[config.mk]
export PLATFORM = sky130hd
export DESIGN_NAME = stack_op_ctrl
export DESIGN_NICKNAME = d
export VERILOG_FILES = /design/src/rtl/stack_op_ctrl.sv
export SDC_FILE = /design/constraint.sdc
export NUM_CORES = 1
export LEC_CHECK = 0
export CAP_MARGIN = 10
export CORE_AREA = 2 2 39 41
export DETAILED_ROUTE_END_ITERATION = 8
export DIE_AREA = 0 0 41 43
export PLACE_DENSITY = 0.84
export SETUP_SLACK_MARGIN = 0.2
export SYNTH_ARGS = -nofsm -noshare
export SYNTH_HDL_FRONTEND = slang
export SYNTH_SLANG_ARGS = --single-unit
[constraint.sdc]
create_clock -name clk -period 1.8 [get_ports clk]
set_input_delay 0.36 -clock clk [delete_from_list [all_inputs] [get_ports clk]]
set_output_delay 0.36 -clock clk [all_outputs]
set_load 0.02 [all_outputs]
[src/rtl/stack_op_ctrl.sv]
// Multicycle sequencer for MIPS PUSH/POP: drives datapath control lines cycle by
// cycle after the main control FSM hands off, then returns control with done.
module stack_op_ctrl #(
    parameter int          MEM_LATENCY = 2,
    parameter logic [2:0]  ALU_ADD     = 3'b001,
    parameter logic [2:0]  ALU_SUB     = 3'b010
) (
    input  logic       clk,
    input  logic       reset,
    input  logic       start,
    input  logic       is_pop,
    input  logic       alu_overflow,
    output logic [2:0] reg_dest_sel,
    output logic [1:0] mem_to_reg_sel,
    output logic       reg_write,
    output logic [1:0] alu_src_b,
    output logic [2:0] alu_op,
    output logic       alu_out_load,
    output logic [1:0] addr_src,
    output logic       mem_read,
    output logic       mem_write,
    output logic       mdr_load,
    output logic       busy,
    output logic       done,
    output logic       error
);

    typedef enum logic [3:0] {
        IDLE,
        PUSH_DEC,
        PUSH_WB_SP,
        PUSH_MEM,
        POP_RD,
        POP_WB_RT,
        POP_INC,
        POP_WB_SP,
        DONE,
        ERR
    } state_t;

    localparam int          CW       = (MEM_LATENCY > 1) ? $clog2(MEM_LATENCY) : 1;
    localparam logic [CW-1:0] CNT_LAST = CW'(MEM_LATENCY - 1);

    state_t          state_q, state_d;
    logic [CW-1:0]   cnt_q, cnt_d;
    logic            cnt_last;

    assign cnt_last = (cnt_q == CNT_LAST);

    always_ff @(posedge clk or posedge reset) begin
        if (reset) begin
            state_q <= IDLE;
            cnt_q   <= '0;
        end else begin
            state_q <= state_d;
            cnt_q   <= cnt_d;
        end
    end

    // Counter only advances while a memory access is held; any exit leaves it at zero.
    always_comb begin
        state_d = state_q;
        cnt_d   = '0;
        case (state_q)
            IDLE: begin
                if (start) begin
                    state_d = is_pop ? POP_RD : PUSH_DEC;
                end
            end
            PUSH_DEC:   state_d = alu_overflow ? ERR : PUSH_WB_SP;
            PUSH_WB_SP: state_d = PUSH_MEM;
            PUSH_MEM: begin
                if (cnt_last) begin
                    state_d = DONE;
                end else begin
                    cnt_d = cnt_q + CW'(1);
                end
            end
            POP_RD: begin
                if (cnt_last) begin
                    state_d = POP_WB_RT;
                end else begin
                    cnt_d = cnt_q + CW'(1);
                end
            end
            POP_WB_RT:  state_d = POP_INC;
            POP_INC:    state_d = alu_overflow ? ERR : POP_WB_SP;
            POP_WB_SP:  state_d = DONE;
            DONE:       state_d = IDLE;
            ERR:        state_d = IDLE;
            default:    state_d = IDLE;
        endcase
    end

    always_comb begin
        reg_dest_sel   = 3'b000;
        mem_to_reg_sel = 2'b00;
        reg_write      = 1'b0;
        alu_src_b      = 2'b00;
        alu_op         = 3'b000;
        alu_out_load   = 1'b0;
        addr_src       = 2'b00;
        mem_read       = 1'b0;
        mem_write      = 1'b0;
        mdr_load       = 1'b0;
        busy           = (state_q != IDLE);
        done           = 1'b0;
        error          = 1'b0;
        case (state_q)
            PUSH_DEC: begin
                alu_op       = ALU_SUB;
                alu_src_b    = 2'b01;
                alu_out_load = 1'b1;
            end
            PUSH_WB_SP, POP_WB_SP: begin
                reg_dest_sel   = 3'b011;
                mem_to_reg_sel = 2'b00;
                reg_write      = 1'b1;
            end
            PUSH_MEM: begin
                mem_write = 1'b1;
                addr_src  = 2'b01;
            end
            POP_RD: begin
                mem_read = 1'b1;
                addr_src = 2'b10;
                mdr_load = cnt_last;
            end
            POP_WB_RT: begin
                reg_dest_sel   = 3'b000;
                mem_to_reg_sel = 2'b01;
                reg_write      = 1'b1;
            end
            POP_INC: begin
                alu_op       = ALU_ADD;
                alu_src_b    = 2'b01;
                alu_out_load = 1'b1;
            end
            DONE:    done  = 1'b1;
            ERR:     error = 1'b1;
            default: ;
        endcase
    end

endmodule
==> out/results.ini, run 1 <==
[detailed_routing]
vias_per_cell = 5.04
via_count = 559
wl_per_cell_um = 13.7
finalWirelength_mm = 1.53
drtIter0Drc = 6
firstDrtPassIters = 4
drc = 0
postRouteAntennaNets = 0

[synth]
yosys.area.top_type = dfrtp_1
async_reset_ff_share_pct = 100
seq_area_frac_synth_pct = 26.7
yosysWarnings = 0
synth_top_area_share_pct = 26.7
synth-edff-count = 0
ys_ff_latch = 5
ys_types = 31
synth.top_cells.by_area = dfrtp_1 (27%), buf_4 (13%), inv_1 (4.8%)
avgSynthCellArea_um2 = 8.09
netlist_area_um2 = 469
netlist_instances = 58
synthFlopType = dfrtp_1

[critical_path]
required_ns = 1.44
critPathKind = reg2out
slowest_stage = dfrtp_1
path_max_fanout = 2
reg2reg_to = state_q[2]
end_kind = primary output
cp-start-kind = flip-flop
reg2reg_slack_ns = 0.15
crit_end = mdr_load
critical_path.startpoint = state_q[0]
cpPeakStageDelay_ns = 0.39
cp_cell_sequence = nand2b_1, or3_4, inv_2, and2_4, buf_6
timing.rr.start = state_q[1]
cp.arrival_ns = 1.47
r2r_cells = 5

[clock_network]
cts_buffer_depth = 2
cts_tree = yes
clockRootBuffer = clkbuf_4
numCtsBuffers = 3
cts.sinks = 5
clk_latency_ns = 0.25
clk_pin_slew_worst_paths_ns = 0.04
htreeDepth = 1

[die]
ios = 25
floorplan.core_area_mm2 = 0.00138
die_y_um = 43
start_util_pct = 33.9
design.die.area_mm2 = 0.00176
rows = 14
die_w_um = 41

[finish]
drive_gt1_share_pct = 65.3
final_cell_mix = buf_6 (18), buf_4 (15), conb_1 (4), dfrtp_1 (4), clkdlybuf4s50_1 (4)
final_common_cell = buf_6
stdcell_count = 111
antenna_cells = 0
num-fill-cells = 103
syn_to_final_growth_pct = 101
nNetsFinal = 101
design_area_um2 = 945

[sta]
setup_ws_ns = -0.0317
setup_viol = 6
min_period_ns = 1.83
timing.fmax_mhz = 546
finalHoldViolations = 0
drv_slew = 0
fin_skew_ns = 0.00123
period_share_pct = 102
rsz0062_at_grt = true
whs_ns = 0.330

[grt]
grt_pass1_wl_mm = 2.04
first_global_vias = 487
grt_overflow = 0
antenna_found_initial = 0
grt_usage_pct = 17.7
grt_max_degree = 17

[placement]
globalplace.congestion = 0.799
port_buffers = 20
post-place-ws_ns = -0.206
dpl.cell_count = 104
place_area_um2 = 783
dp_hpwl_um = 933

[outcome]
violations = negative setup slack
outcome = finished with violations

[power]
power.density_mw_per_mm2 = 1990
ir_drop_mv = 0.922
leakage_nw = 0.463
power.total_mw = 1.88

[min_path]
min_path_type = in2async

[job]
cap_violations = 0

-- state kept, by name, summed over array words and instances, names as in the netlist --
name      cells
cnt_last      1
state_q       4
-- report_power, final --
| part | internal (mW) | switching (mW) |
|---|---|---|
| logic | 0.833 | 0.698 |
| clock network | 0.0842 | 0.0528 |
| registers | 0.163 | 0.0494 |
| total | 1.08 | 0.800 |
-- cells by family (layout without fill, tap and decap cells) --
kind of cell / after synthesis / count (layout) / synth area share [%]
AND/OR/NAND/NOR: 24 / 24 / 36.5
buffers and inverters: 16 / 50 / 19.7
AO/OA/AOI/OAI: 12 / 12 / 16.3
flip-flops: 5 / 5 / 26.7
other: 1 / 4 / 0.799
-- final cells by class --
| type | instances | area, um^2 | share of cell area (%) |
|---|---|---|---|
| multi-input cells | 40 | 369 | 39.1 |
| clock buffers | 4 | 26.3 | 2.78 |
| repair buffers | 40 | 380 | 40.3 |
| well taps | 16 | 20.0 | 2.12 |
| flip-flops and latches | 5 | 126 | 13.4 |
| inverters | 6 | 22.5 | 2.38 |
-- synthesized netlist by cell type (2+ instances only) --
library cell  instances
a21oi_1               2
and2_1                2
buf_2                 2
buf_4                 8
dfrtp_1               5
inv_1                 6
nand2_1               2
nand2b_1              3
nor3_1                2
o21ai_0               3
o22ai_1               2
or2_1                 2
-- metal layers --
metal | GRT usage [%] | share of wire (%) | vias to the layer above
met5 | 0 | 0 | -
met4 | 14.0 | 4.4 | 0
met3 | 3.14 | 5.0 | 9
met2 | 27.8 | 55 | 25
met1 | 19.5 | 35 | 258
li1 | - | - | 267
-- worst min path at each step --
stage / start / to / slack (ns) / cells past startpoint
finish: reset / state_q[2] / 0.33 / 2
global route: reset / state_q[2] / 0.34 / 2
CTS: reset / state_q[1] / 0.32 / 2
detailed placement: reset / cnt_last / 0.58 / 2
global placement: cnt_last / cnt_last / 0.55 / 2
floorplan: reset / cnt_last / 0.14 / 1
-- per-stage QoR --
step / setup TNS (ns) / utilization, %
5_1_grt: -0.414 / 68.3
4_1_cts: -0.0615 / 62.6
6_report: -0.113 / 68.3
2_1_floorplan: 0 / -
3_5_place_dp: -1.80 / 56.6
3_3_place_gp: -1.62 / 56.6
-- timing repair --
item                                    CTS  global route
setup buffers                             1             2
gates resized for setup                 102            15
pin swaps                                 3             4
hold buffers                              0             0
endpoints found under the setup margin   18            19
-- critical path: cells and delay by family, from the launching register on --
kind          cells  cell delay, ns
simple gates      3            0.65
flops             1            0.39
buf+inv           2            0.18
Power figures use the tool's default switching activity.
==> run 2, diff against run 1 <==
Settings changed: ABC_AREA set to 0, CELL_PAD_IN_SITES_DETAIL_PLACEMENT set to 0, CELL_PAD_IN_SITES_GLOBAL_PLACEMENT set to 1, CORE_AREA 2 2 39 41 to not set, CORE_UTILIZATION set to 25, DIE_AREA 0 0 41 43 to not set, PLACE_DENSITY 0.84 to 0.86.
==> run 2 against run 1 <==
Effect of this change: register-to-register slack better by 0.02 ns; die area is 17% higher; largest power group unchanged; total power is 7.3% lower; combinational power is 8% lower; sequential power is essentially flat; largest cell class unchanged; clock power decreased by 11%; the flow still finishes with violations (negative setup slack); hold slack worse by 0.013 ns.
==> out/results.ini, run 2 (synthesis results as in run 1) <==
[clock_network]
clockRootBuffer = clkbuf_4
numCtsBuffers = 3
clk_latency_ns = 0.23
clk_pin_slew_worst_paths_ns = 0.04
hold_buffers = 0
cts.sinks = 5
htreeDepth = 1
cts_tree = yes
cts_buffer_depth = 2

[placement]
dp_hpwl_um = 928
port_buffers = 20
globalplace.congestion = 0.728
place_area_um2 = 787

[finish]
multi_input_area_um2 = 344
syn_to_final_growth_pct = 96.3
num-fill-cells = 164
design_area_um2 = 921
final-seq-area_um2 = 125
drive_gt1_share_pct = 60.4
final_cell_mix = buf_4 (20), buf_6 (13), inv_1 (5), dfrtp_1 (5)
antenna_cells = 0
largest_register_ffs = 4
final_common_cell = buf_4
nNetsFinal = 102
utilization_pct = 52.8
top_register = state_q

[min_path]
min_path_type = in2async

[die]
die_y_um = 45.3
rows = 15
design.die.area_mm2 = 0.00205
ios = 25
die_w_um = 45.3
start_util_pct = 26.9
floorplan.core_area_mm2 = 0.00175

[power]
power.total_mw = 1.74
power.density_mw_per_mm2 = 1890
leakage_nw = 0.451
ir_drop_mv = 0.617

[grt]
grt_usage_pct = 14.7
grt_max_degree = 11
first_global_vias = 520
grt_overflow = 0
antenna_found_initial = 0
grt_pass1_wl_mm = 2.19

[sta]
period_share_pct = 100
setup_ws_ns = -0.000480
min_period_ns = 1.80
setup_viol = 1
fin_setup_tns_ns = -0.000480
fin_skew_ns = 0.0000763
finalHoldViolations = 0
rsz0062_at_grt = true
timing.fmax_mhz = 555
drv_slew = 0

[critical_path]
cp-start-kind = flip-flop
required_ns = 1.44
path_max_fanout = 3
critPathKind = reg2out
cp.arrival_ns = 1.44
end_kind = primary output
reg2reg_slack_ns = 0.17

[outcome]
violations = negative setup slack
outcome = finished with violations

[detailed_routing]
wl_per_cell_um = 10.8
drc = 0
postRouteAntennaNets = 0
firstDrtPassIters = 4
finalWirelength_mm = 1.31
via_count = 554
drtIter0Drc = 12
vias_per_cell = 4.58

[job]
cap_violations = 0

## run 2: changes by cell type in the layout (fill, tap and decap cells not counted), moves of 2 or more
| cell | before | now |
|---|---|---|
| inv_1 | 3 | 5 |
| nand2b_4 | 2 | 0 |
| inv_2 | 3 | 0 |
| nand2b_1 | 1 | 3 |
| clkdlybuf4s15_2 | 0 | 2 |
| buf_4 | 15 | 20 |
| buf_6 | 18 | 13 |
## run 2: where the power goes
group	internal, mW	leakage, nW	switching, mW
clock network	0.0833	0.0150	0.0383
registers	0.160	0.0638	0.0484
logic	0.767	0.372	0.646
total	1.01	0.451	0.732
## run 2: worst paths after layout
check                            from    endpoint  depth (start not counted)
max                        state_q[1]        busy                          3
min                             reset  state_q[2]                          2
max reg2reg                state_q[2]  state_q[2]                          6
min reg2reg                  cnt_last    cnt_last                          1
max in group asynchronous       reset  state_q[1]                          2
min in group clk             cnt_last    cnt_last                          1
## run 2: cell type report
class / instances / area share, %
repair buffers: 41 / 40.1
multi-input cells: 40 / 37.4
flip-flops and latches: 5 / 13.6
well taps: 25 / 3.40
clock buffers: 4 / 2.85
inverters: 6 / 2.72
## run 2: metrics by stage
stage               cells  hold WS [ns]  setup WS, ns
detailed placement    112         0.561        -0.193
CTS                   120         0.314     -0.000326
global route          121         0.322       -0.0409
finish                121         0.317     -0.000480
floorplan              61         0.139         0.105
global placement      112         0.547        -0.171
## run 2: repair_timing
action | CTS | global route
pin swaps | 7 | 4
setup endpoints to repair | 17 | 19
cloned | 0 | 0
gates resized for setup | 90 | 11
buffers inserted | 4 | 1
## run 2: critical path, cell delays in order (launching register included)
cell and delay [ns]:
dfrtp_1 0.40, buf_6 0.14, or4_4 0.52, buf_6 0.15
## run 2: per-layer routing
layer  vias to the layer above  track usage (%)  routed length (um)
met5                         -                0                   0
met4                         0             8.48                  28
met3                         4             2.40                  51
met2                        18             27.2                 748
met1                       260             15.4                 480
li1                        272                -                   -
==> run 3, diff against run 2 <==
Settings changed: CORE_UTILIZATION 25 to 27, PLACE_DENSITY 0.86 to 0.85.
Clock period 1.8 ns to 2.3 ns, I/O delays scaled along.
==> run 3 against run 2 <==
Effect of this change: the run ends with design-rule violations left; global-route usage fell by 2.7 points; register-to-register slack improved by 0.56 ns; hold slack improved by 0.10 ns; critical path type unchanged; sequential cell count did not move; utilization fell by 8.9 points; critical path depth did not move; routed wire length fell by 19%; largest cell class is now multi-input combinational cells; die area fell by 7.1%; via count fell by 16%; design area fell by 26%; first-iteration DRC count fell by 17%.
==> out/results.ini, run 3 (synthesis results as in run 1) <==
[outcome]
outcome = finished with violations
violations = design-rule violations

[job]
cap_violations = 0

[clock_network]
clk_pin_slew_worst_paths_ns = 0.04
htreeDepth = 1
cts_buffer_depth = 2
cts_tree = yes
clockRootBuffer = clkbuf_4
numCtsBuffers = 3
cts.sinks = 5
clk_latency_ns = 0.23

[placement]
place_area_um2 = 661
post-place-ws_ns = 0.128
port_buffers = 20
dp_hpwl_um = 804
globalplace.congestion = 0.756

[die]
rows = 14
ios = 25
die_w_um = 43.7
die_y_um = 43.7
design.die.area_mm2 = 0.00191
start_util_pct = 30.1
floorplan.core_area_mm2 = 0.00156

[power]
switching_share_pct = 48.1
ir_drop_mv = 0.356
p_seq_share_pct = 19.7
power.total_mw = 0.967
p_switching_mw = 0.465
combPwrFrac_pct = 70.4
p_int_mw = 0.502
power.density_mw_per_mm2 = 1410
clkPwrFrac_pct = 9.9
leakage_nw = 0.386

[finish]
design_area_um2 = 684
num-fill-cells = 166
largest_register_ffs = 4
nNetsFinal = 85
antenna_cells = 0
drive_gt1_share_pct = 17.7
syn_to_final_growth_pct = 45.9
final_common_cell = dlygate4sd2_1
final_cell_mix = dlygate4sd2_1 (13), inv_1 (6), conb_1 (4), clkdlybuf4s50_1 (4), buf_4 (4)
top_register = state_q

[sta]
drv_slew = 0
fin_skew_ns = 0.00149
setup_viol = 0
fin_setup_tns_ns = 0
period_share_pct = 89.0
min_period_ns = 2.05
finalHoldViolations = 0
rsz0062_at_grt = true
timing.fmax_mhz = 488
whs_ns = 0.416
setup_ws_ns = 0.253

[grt]
antenna_found_initial = 0
grt_max_degree = 17
first_global_vias = 423
grt_overflow = 0
grt_pass1_wl_mm = 1.77
grt_usage_pct = 12.0

[detailed_routing]
via_count = 465
drtIter0Drc = 10
vias_per_cell = 4.89
firstDrtPassIters = 6
postRouteAntennaNets = 0
finalWirelength_mm = 1.06
drc = 3
wl_per_cell_um = 11.1

[critical_path]
path_max_fanout = 16
cp-start-kind = flip-flop
critPathKind = reg2out
required_ns = 1.84
cp.arrival_ns = 1.59
end_kind = primary output

[min_path]
min_path_type = in2async

## run 3: changes by cell type in the layout (fill, tap and decap cells not counted), sizes merged
cell           before  now
buf                35    4
clkbuf              4    5
clkdlybuf4s15       2    1
dlygate4sd2         0   13
dlymetal6s2s        0    1
## run 3: path summary, 6_finish.rpt
kind	slack, ns	depth (start not counted)	end	start
hold reg to reg	0.56	1	cnt_last	cnt_last
hold / removal	0.42	2	state_q[3]	reset
setup / recovery	0.25	3	busy	state_q[0]
max in group asynchronous	1.71	2	state_q[1]	reset
setup reg to reg	0.73	4	state_q[0]	state_q[1]
min in group clk	0.56	1	cnt_last	cnt_last
## run 3: per-stage QoR
stage	cells	utilization (%)
global placement	91	42.4
CTS	95	43.6
finish	95	43.9
global route	95	43.9
floorplan	61	-
detailed placement	91	42.4
## run 3: final cells by class
class | count | area, um^2 | share of cell area (%)
Clock buffer | 4 | 26.3 | 3.84
Sequential cell | 5 | 128 | 18.6
Timing Repair Buffer | 24 | 211 | 30.9
Inverter | 6 | 22.5 | 3.29
Tap cell | 16 | 20.0 | 2.93
Multi-Input combinational cell | 40 | 277 | 40.4
## run 3: timing repair
| action | in CTS | in global routing |
|---|---|---|
| gates resized for setup | 18 | 5 |
| setup buffers | 0 | 0 |
| setup endpoints to repair | 15 | 6 |
| hold endpoints to repair | 0 | 0 |
| hold buffers | 0 | 0 |
## run 3: power by group through the flow
stage / Clock (mW) / Combinational (mW) / Sequential, mW
after floorplan: 0 / 0.492 / 0.170
after CTS: 0.0996 / 0.671 / 0.189
after global placement: 0 / 0.733 / 0.176
after global routing: 0.101 / 0.741 / 0.199
final: 0.0958 / 0.680 / 0.191
after detailed placement: 0 / 0.736 / 0.179
## run 3: per-layer routing
| metal | part of all wire (%) | up-vias | track usage [%] |
|---|---|---|---|
| li1 | - | 236 | - |
| met1 | 43 | 213 | 14.0 |
| met2 | 52 | 16 | 23.6 |
| met3 | 4.8 | 0 | 0 |
| met4 | 0 | 0 | 3.75 |
| met5 | 0 | - | 0 |
## run 3: worst max-delay path, stage by stage, from the launching register on
cell and delay (ns):
dfrtp_1 0.36, buf_4 0.18, or4_1 0.51, clkdlybuf4s15_1 0.30
